File: config.mk
export PLATFORM = sky130hd
export DESIGN_NAME = pixel_broadcaster_flat
export DESIGN_NICKNAME = d
export VERILOG_FILES = /design/src/rtl/convfpga_pkg.sv /design/src/rtl/pixel_broadcaster_if.sv /design/src/rtl/broadcast_addr_gen.sv /design/src/rtl/pixel_broadcaster.sv /design/src/flat_wrapper.sv
export SDC_FILE = /design/constraint.sdc
export NUM_CORES = 1
export LEC_CHECK = 0
export ABC_AREA = 0
export CAP_MARGIN = 20
export CORE_AREA = 3 3 137 139
export CTS_CLUSTER_DIAMETER = 200
export DETAILED_ROUTE_END_ITERATION = 16
export DIE_AREA = 0 0 140 142
export PLACE_DENSITY = 0.66
export SKIP_CTS_REPAIR_TIMING = 1
export SLEW_MARGIN = 15
export SYNTH_ARGS = -nofsm -noshare
export SYNTH_HDL_FRONTEND = slang
export SYNTH_SLANG_ARGS = --single-unit
export TNS_END_PERCENT = 50
File: constraint.sdc
create_clock -name clk -period 7.8 [get_ports clk]
set_input_delay 1.56 -clock clk [delete_from_list [all_inputs] [get_ports clk]]
set_output_delay 1.56 -clock clk [all_outputs]
set_load 0.01 [all_outputs]
File: src/rtl/convfpga_pkg.sv
// Shared constants and the broadcaster FSM state encoding for the conv datapath.
package convfpga_pkg;

    localparam int COORD_W    = 8;
    localparam int DEF_DATA_W = 16;
    localparam int DEF_ADDR_W = 16;

    typedef logic [COORD_W-1:0] coord_t;

    typedef enum logic [2:0] {
        IDLE,
        ADV,
        WAIT_LOW,
        WAIT_RND,
        SCAN,
        DRAIN,
        FIN
    } bcast_state_t;

endpackage

File: src/rtl/pixel_broadcaster_if.sv
// Positioner handshake, image memory read port and pixel broadcast bus of the broadcaster.
interface pixel_broadcaster_if
    import convfpga_pkg::*;
#(
    parameter int DATA_W = DEF_DATA_W,
    parameter int ADDR_W = DEF_ADDR_W
);

    logic              start;
    coord_t            image_dim;
    logic [1:0]        padding;
    coord_t            x_min;
    coord_t            x_max;
    coord_t            y_min;
    coord_t            y_max;
    logic              round;
    logic              done;
    logic              advance;
    logic              mem_rd;
    logic [ADDR_W-1:0] mem_addr;
    logic [DATA_W-1:0] mem_data;
    logic              pix_valid;
    coord_t            pix_x;
    coord_t            pix_y;
    logic [DATA_W-1:0] pix_data;
    logic              layer_done;
    logic              busy;

    modport master (
        input  start, image_dim, padding, x_min, x_max, y_min, y_max,
        input  round, done, mem_data,
        output advance, mem_rd, mem_addr, pix_valid, pix_x, pix_y, pix_data,
        output layer_done, busy
    );

    modport slave (
        output start, image_dim, padding, x_min, x_max, y_min, y_max,
        output round, done, mem_data,
        input  advance, mem_rd, mem_addr, pix_valid, pix_x, pix_y, pix_data,
        input  layer_done, busy
    );

endinterface

File: src/rtl/broadcast_addr_gen.sv
// Raster pointer over a latched box, padding test and linear address; combinational outputs.
// BROADCAST_SKIP_PADDING_EN clips the box to the real image so padding is never visited.
module broadcast_addr_gen
    import convfpga_pkg::*;
#(
    parameter int ADDR_W = DEF_ADDR_W
) (
    input  logic              clk,
    input  logic              rst,
    input  logic              i_load,
    input  logic              i_step,
    input  coord_t            i_x_min,
    input  coord_t            i_x_max,
    input  coord_t            i_y_min,
    input  coord_t            i_y_max,
    input  coord_t            i_image_dim,
    input  logic [1:0]        i_padding,
    output coord_t            o_x,
    output coord_t            o_y,
    output logic              o_is_pad,
    output logic              o_last,
    output logic              o_empty,
    output logic [ADDR_W-1:0] o_addr
);

    coord_t     r_x, r_y, r_x_lo, r_x_hi, r_y_hi, r_dim;
    logic [1:0] r_pad;
    logic       r_empty;

    logic [COORD_W:0] w_ld_edge;
    coord_t           w_lo_x, w_hi_x, w_lo_y, w_hi_y;
    logic             w_ld_empty;
    logic [COORD_W:0] w_edge;
    logic [ADDR_W-1:0] w_row, w_col;

    assign w_ld_edge = (COORD_W+1)'(i_image_dim) + (COORD_W+1)'(i_padding);

`ifdef BROADCAST_SKIP_PADDING_EN
    // First real row/column is at padding, last at image_dim+padding-1.
    assign w_lo_x = (i_x_min < coord_t'(i_padding)) ? coord_t'(i_padding) : i_x_min;
    assign w_lo_y = (i_y_min < coord_t'(i_padding)) ? coord_t'(i_padding) : i_y_min;
    assign w_hi_x = ((COORD_W+1)'(i_x_max) >= w_ld_edge) ? coord_t'(w_ld_edge - 1'b1) : i_x_max;
    assign w_hi_y = ((COORD_W+1)'(i_y_max) >= w_ld_edge) ? coord_t'(w_ld_edge - 1'b1) : i_y_max;
    assign w_ld_empty = (w_lo_x > w_hi_x) || (w_lo_y > w_hi_y) || (i_image_dim == '0);
`else
    assign w_lo_x = i_x_min;
    assign w_lo_y = i_y_min;
    assign w_hi_x = i_x_max;
    assign w_hi_y = i_y_max;
    assign w_ld_empty = (w_lo_x > w_hi_x) || (w_lo_y > w_hi_y) || (w_ld_edge != w_ld_edge);
`endif

    always_ff @(posedge clk or posedge rst) begin
        if (rst) begin
            r_x     <= '0;
            r_y     <= '0;
            r_x_lo  <= '0;
            r_x_hi  <= '0;
            r_y_hi  <= '0;
            r_dim   <= '0;
            r_pad   <= '0;
            r_empty <= 1'b0;
        end else if (i_load) begin
            r_x     <= w_lo_x;
            r_y     <= w_lo_y;
            r_x_lo  <= w_lo_x;
            r_x_hi  <= w_hi_x;
            r_y_hi  <= w_hi_y;
            r_dim   <= i_image_dim;
            r_pad   <= i_padding;
            r_empty <= w_ld_empty;
        end else if (i_step) begin
            if (r_x == r_x_hi) begin
                r_x <= r_x_lo;
                r_y <= r_y + 8'd1;
            end else begin
                r_x <= r_x + 8'd1;
            end
        end
    end

    assign w_edge   = (COORD_W+1)'(r_dim) + (COORD_W+1)'(r_pad);
    assign o_is_pad = (r_x < coord_t'(r_pad)) || ((COORD_W+1)'(r_x) >= w_edge) ||
                      (r_y < coord_t'(r_pad)) || ((COORD_W+1)'(r_y) >= w_edge);

    // Only meaningful for real pixels, where both subtractions are non-negative.
    assign w_row  = ADDR_W'(r_y - coord_t'(r_pad));
    assign w_col  = ADDR_W'(r_x - coord_t'(r_pad));
    assign o_addr = w_row * ADDR_W'(r_dim) + w_col;

    assign o_x     = r_x;
    assign o_y     = r_y;
    assign o_last  = (r_x == r_x_hi) && (r_y == r_y_hi);
    assign o_empty = r_empty;

endmodule

File: src/rtl/pixel_broadcaster.sv
// Walks each positioner round's box and broadcasts one pixel per visited coordinate, 1 cycle later.
// No backpressure: memory has fixed 1-cycle latency. Optional macro: BROADCAST_SKIP_PADDING_EN.
module pixel_broadcaster
    import convfpga_pkg::*;
#(
    parameter int DATA_W = DEF_DATA_W,
    parameter int ADDR_W = DEF_ADDR_W
) (
    input logic                 clk,
    input logic                 rst,
    pixel_broadcaster_if.master bus
);

    bcast_state_t r_state, w_next;

    logic              w_advance, w_load, w_step, w_visit, w_mem_rd;
    coord_t            w_x, w_y;
    logic              w_is_pad, w_last, w_empty;
    logic [ADDR_W-1:0] w_addr;

    logic   r_vld_d, r_pad_d;
    coord_t r_x_d, r_y_d;

    broadcast_addr_gen #(.ADDR_W(ADDR_W)) u_addr_gen (
        .clk         (clk),
        .rst         (rst),
        .i_load      (w_load),
        .i_step      (w_step),
        .i_x_min     (bus.x_min),
        .i_x_max     (bus.x_max),
        .i_y_min     (bus.y_min),
        .i_y_max     (bus.y_max),
        .i_image_dim (bus.image_dim),
        .i_padding   (bus.padding),
        .o_x         (w_x),
        .o_y         (w_y),
        .o_is_pad    (w_is_pad),
        .o_last      (w_last),
        .o_empty     (w_empty),
        .o_addr      (w_addr)
    );

    always_ff @(posedge clk or posedge rst) begin
        if (rst) r_state <= IDLE;
        else     r_state <= w_next;
    end

    always_comb begin
        w_next    = r_state;
        w_advance = 1'b0;
        w_load    = 1'b0;
        w_step    = 1'b0;
        w_visit   = 1'b0;
        unique case (r_state)
            IDLE:     if (bus.start) w_next = ADV;
            ADV: begin
                w_advance = 1'b1;
                w_next    = WAIT_LOW;
            end
            // A round flag still high from the previous round must drop first.
            WAIT_LOW: if (!bus.round) w_next = WAIT_RND;
            WAIT_RND: if (bus.round) begin
                w_load = 1'b1;
                w_next = SCAN;
            end
            SCAN: begin
                if (w_empty) begin
                    w_next = DRAIN;
                end else begin
                    w_visit = 1'b1;
                    if (w_last) w_next = DRAIN;
                    else        w_step = 1'b1;
                end
            end
            DRAIN:    w_next = bus.done ? FIN : ADV;
            FIN:      if (bus.start) w_next = ADV;
            default:  w_next = IDLE;
        endcase
    end

    assign w_mem_rd = w_visit && !w_is_pad;

    always_ff @(posedge clk or posedge rst) begin
        if (rst) begin
            r_vld_d <= 1'b0;
            r_pad_d <= 1'b0;
            r_x_d   <= '0;
            r_y_d   <= '0;
        end else begin
            r_vld_d <= w_visit;
            r_pad_d <= w_visit && w_is_pad;
            r_x_d   <= w_visit ? w_x : '0;
            r_y_d   <= w_visit ? w_y : '0;
        end
    end

    assign bus.advance    = w_advance;
    assign bus.mem_rd     = w_mem_rd;
    assign bus.mem_addr   = w_mem_rd ? w_addr : '0;
    assign bus.pix_valid  = r_vld_d;
    assign bus.pix_x      = r_x_d;
    assign bus.pix_y      = r_y_d;
    assign bus.pix_data   = (r_vld_d && !r_pad_d) ? bus.mem_data : DATA_W'(0);
    assign bus.layer_done = (r_state == FIN);
    assign bus.busy       = (r_state != IDLE) && (r_state != FIN);

endmodule

File: src/flat_wrapper.sv
// flat-port wrapper written by rule: the top's interface ports become plain ports
module pixel_broadcaster_flat import convfpga_pkg::*;
#(
    parameter int DATA_W = DEF_DATA_W,
    parameter int ADDR_W = DEF_ADDR_W
)
  (clk, rst, bus_start, bus_image_dim, bus_padding, bus_x_min, bus_x_max, bus_y_min, bus_y_max, bus_round, bus_done, bus_mem_data, bus_advance, bus_mem_rd, bus_mem_addr, bus_pix_valid, bus_pix_x, bus_pix_y, bus_pix_data, bus_layer_done, bus_busy);
  pixel_broadcaster_if #(.DATA_W(DATA_W), .ADDR_W(ADDR_W)) bus_i ();
  input logic clk;
  input logic rst;
  input wire logic [$bits(bus_i.start)-1:0] bus_start;
  input wire logic [$bits(bus_i.image_dim)-1:0] bus_image_dim;
  input wire logic [$bits(bus_i.padding)-1:0] bus_padding;
  input wire logic [$bits(bus_i.x_min)-1:0] bus_x_min;
  input wire logic [$bits(bus_i.x_max)-1:0] bus_x_max;
  input wire logic [$bits(bus_i.y_min)-1:0] bus_y_min;
  input wire logic [$bits(bus_i.y_max)-1:0] bus_y_max;
  input wire logic [$bits(bus_i.round)-1:0] bus_round;
  input wire logic [$bits(bus_i.done)-1:0] bus_done;
  input wire logic [$bits(bus_i.mem_data)-1:0] bus_mem_data;
  output wire logic [$bits(bus_i.advance)-1:0] bus_advance;
  output wire logic [$bits(bus_i.mem_rd)-1:0] bus_mem_rd;
  output wire logic [$bits(bus_i.mem_addr)-1:0] bus_mem_addr;
  output wire logic [$bits(bus_i.pix_valid)-1:0] bus_pix_valid;
  output wire logic [$bits(bus_i.pix_x)-1:0] bus_pix_x;
  output wire logic [$bits(bus_i.pix_y)-1:0] bus_pix_y;
  output wire logic [$bits(bus_i.pix_data)-1:0] bus_pix_data;
  output wire logic [$bits(bus_i.layer_done)-1:0] bus_layer_done;
  output wire logic [$bits(bus_i.busy)-1:0] bus_busy;
  assign bus_i.start = bus_start;
  assign bus_i.image_dim = bus_image_dim;
  assign bus_i.padding = bus_padding;
  assign bus_i.x_min = bus_x_min;
  assign bus_i.x_max = bus_x_max;
  assign bus_i.y_min = bus_y_min;
  assign bus_i.y_max = bus_y_max;
  assign bus_i.round = bus_round;
  assign bus_i.done = bus_done;
  assign bus_i.mem_data = bus_mem_data;
  assign bus_advance = bus_i.advance;
  assign bus_mem_rd = bus_i.mem_rd;
  assign bus_mem_addr = bus_i.mem_addr;
  assign bus_pix_valid = bus_i.pix_valid;
  assign bus_pix_x = bus_i.pix_x;
  assign bus_pix_y = bus_i.pix_y;
  assign bus_pix_data = bus_i.pix_data;
  assign bus_layer_done = bus_i.layer_done;
  assign bus_busy = bus_i.busy;
  pixel_broadcaster #(.DATA_W(DATA_W), .ADDR_W(ADDR_W)) u_core (.clk(clk), .rst(rst), .bus(bus_i));
endmodule
==> reports/qor_table.md <==
| Quantity | Reported |
|:---|:---|
| Outcome | finished, final reports clean |
| Number of global-route vias before repair | 6,378 |
| Most area-hungry cell type in the Yosys netlist | dfrtp_1 |
| Synth cell count leaders | nand2_1, inv_1, ha_1 |
| Floorplan core area | 17,800 um^2 |
| Yosys warnings | 0 |
| Detail Placement HPWL | 14,600 um |
| Last weighted congestion value of the routability-driven placer | 0.827 |
| Nets in the synthesized netlist | 1,108 |
| Time the final worst path needs with I/O delays and setup | 7.59 ns |
| Total iterations of the first detailed-routing run | 5 |
| Top cell type's share of synthesized area | 23.3% |
| Register area share after synthesis | 23.3% |
| Violation count after the first detailed-routing iteration | 354 |
| Maximum clock rate | 132 MHz |
| Area of the die | 19,900 um^2 |
| Routed Antenna Nets | 0 |
| Die width | 140 um |
| Number of synthesized register bits | 72 |
| Number of antenna repair diodes | 0 |
| Number of max-cap violations | 0 |
| Dominant cell by count in the synthesized netlist | nand2_1 |
| Synth unique cells | 57 |
| Post-synthesis area per instance | 8.61 um^2 |
| Final setup fails | 0 |
| Source-to-sink clock delay at the later pin of the worst-skew pair | 0.34 ns |
| Multiplexer share of the synthesized area | 0.519% |
| Post-synth EDFFs | 0 |
| Placement Rows | 49 |
| CTS tree | built |
| Post-DR vias/cell | 4.99 |
| DRC violation count after routing | 0 |
| Simple-Gate Fraction of Synth Area | 20.6% |
| Async SR Flop Fraction | 100% |
| Post-synthesis share of cell area spent on xor and xnor gates | 7.03% |
| Area growth syn-to-layout | 28.1% |
| Startpoint type of the worst setup path | flip-flop |
| Post-synthesis instance area | 7720 um^2 |
| Clock buffer count from CTS | 9 |
| Final period utilization | 97.2% |
| Gate count after technology mapping | 897 |
| Antenna violations before repair | 0 |
| Detailed-route wire length per cell | 14.5 um |
| Endpoint arrival time on the critical path | 6.03 ns |
| Clock-pin transition on the worst setup and hold timing paths | 0.06 ns |
| Maximum number of pins on one net before global-route repair | 73 |
| Fraction of the mapped netlist area in compound gates | 9.95% |
| Starting utilization of the core area | 43.4% |
| Crit-path max FO | 5 |
| Clk Tree Root Cell | clkbuf_16 |
| Vias | 6,355 |
| Element type at the critical path end | output pin |
| Largest buffer count on any clock path | 2 |
| Top_reg_cell synth | dfrtp_1 |
| TritonCTS Sinks | 72 |
| Path type of the worst min-delay path | reg2reg |
| First-pass GRT wire length | 30,800 um |
| Cells taking the most area after synthesis | dfrtp_1, fa_1, ha_1, nand2_1, inv_1 |
| Worst max-slew margin expressed relative to the limit | 37.6% |
| Share of cells above drive strength 1 | 12.0% |
| Final layout net count | 1,251 |
| Maximum level of the CTS H-tree | 3 |
| Number of buffer cells added on primary ports | 115 |
| Max-slew violations | 0 |
| Req. time, crit path | 6.24 ns |
| I/O pin count | 116 |
| Overflow left after global routing | 0 |
| Total global-route track usage | 18.8% |
| Adder-cell area share of the yosys netlist | 30.5% |
| Number of failing hold endpoints at the final stage | 0 |
| Sum Neg Setup Slack | 0 ns |
| Worst-margin pin slew | 0.937 ns |
| Wire length after detailed routing | 18,500 um |
| Die height | 142 um |
| Post-route clock skew | 0.00465 ns |
| Combinational family with the most area after synthesis | adder cells |
| Worst setup path category | reg2out |
[worst max-delay path, cell delays in order, from the launching register on]
cell	delay, ns
dfrtp_1	0.38
inv_2	0.09
ha_4	0.20
nor2b_4	0.13
nor3b_4	0.29
nand2_2	0.11
xnor2_2	0.15
buf_4	0.14
buf_4	0.14
and2_1	0.16
fa_1	0.54
fa_1	0.45
fa_1	0.49
fa_1	0.54
inv_1	0.04
fa_1	0.48
inv_2	0.05
ha_4	0.25
nand3_1	0.11
a21oi_2	0.15
o41ai_2	0.08
buf_4	0.15
nand4b_1	0.09
nand2_1	0.07
xnor2_1	0.13
nor2_1	0.10
dlymetal6s2s_1	0.16
[logic make-up (layout without fill, tap and decap cells)]
kind of cell	Yosys count	count (layout)
xor gates and xnor gates	62	62
DFF	72	72
AOI/OAI and AO/OA	125	125
muxes	4	4
and+or+nand+nor	327	327
buffers and inverters	159	307
adders and majority gates	148	148
[registers in the layout, indices dropped and copies added (netlist names)]
name,count
u_core.bus.pix_valid,1
u_core.bus.pix_x,8
u_core.bus.pix_y,8
u_core.r_pad_d,1
u_core.r_state,3
u_core.u_addr_gen.o_empty,1
u_core.u_addr_gen.o_x,8
u_core.u_addr_gen.o_y,8
u_core.u_addr_gen.r_dim,8
u_core.u_addr_gen.r_pad,2
u_core.u_addr_gen.r_x_hi,8
u_core.u_addr_gen.r_x_lo,8
u_core.u_addr_gen.r_y_hi,8
[path summary, 6_finish.rpt]
path                       depth (start not counted)  slack (ns)                           to                   startpoint
max                                               26        0.21             bus_mem_addr[15]   u_core.u_addr_gen.r_pad[1]
min                                                2        0.48  u_core.u_addr_gen.r_x_lo[4]  u_core.u_addr_gen.r_x_lo[4]
max reg2reg                                       11        4.56               u_core.r_pad_d   u_core.u_addr_gen.r_dim[0]
min reg2reg                                        2        0.48  u_core.u_addr_gen.r_x_lo[4]  u_core.u_addr_gen.r_x_lo[4]
max in group asynchronous                          3        5.36   u_core.u_addr_gen.r_pad[1]                          rst
min in group asynchronous                          3        1.80  u_core.u_addr_gen.r_x_hi[1]                          rst
[layer usage]
metal	vias up	wire length (um)	track usage, %
met4	0	292	5.76
met1	3028	8710	26.2
met2	134	8840	31.3
li1	3170	-	-
met3	23	626	1.78
met5	-	0	0
[placed cells by master, fill, tap and decap left out, types with 3 or more instances in the layout]
cell / n
mux2i_1: 4
o21a_1: 3
a21oi_1: 20
nor3_2: 3
and2_1: 49
a211oi_1: 4
o21ai_0: 50
and3_1: 6
xnor2_1: 36
clkdlybuf4s50_1: 106
nor2b_1: 21
a21oi_2: 5
nand3_1: 17
clkinv_4: 3
nor4_2: 4
fa_1: 66
nand2b_1: 9
o21bai_1: 4
a21o_1: 9
o211ai_1: 3
buf_2: 3
nor3_1: 11
xor2_1: 23
nand2_1: 140
buf_4: 52
dlymetal6s2s_1: 6
o21ai_1: 6
clkbuf_16: 9
nor2_1: 40
inv_2: 10
dfrtp_1: 72
inv_1: 112
nand4_1: 7
ha_1: 74
ha_4: 7
nand2_2: 6
[cell type report]
class | instances | area (um^2)
Clock buffer | 10 | 229
Multi-Input combinational cell | 666 | 5510
Tap cell | 229 | 287
Fill cell | 1640 | 7890
Timing Repair Buffer | 169 | 1560
Sequential cell | 72 | 1800
Clock inverter | 6 | 45.0
Inverter | 122 | 458
[through the flow]
step | instances | setup slack, ns | area (um^2) | util, % | hold WS [ns]
6_report | 1274 | 0.215 | 9890 | 55.6 | 0.482
5_1_grt | 1274 | -0.0584 | 9890 | 55.6 | 0.507
4_1_cts | 1265 | -0.482 | 9610 | 54.0 | 0.484
3_5_place_dp | 1249 | -0.117 | 9330 | 52.5 | 0.466
3_3_place_gp | 1249 | 0.0112 | 9330 | 52.5 | 0.461
2_1_floorplan | 897 | 0.269 | 7720 | - | 0.438
Power is left out: the tool's default activity adds up to more than one toggle a clock period on the data nets, which glitch-free logic cannot reach.
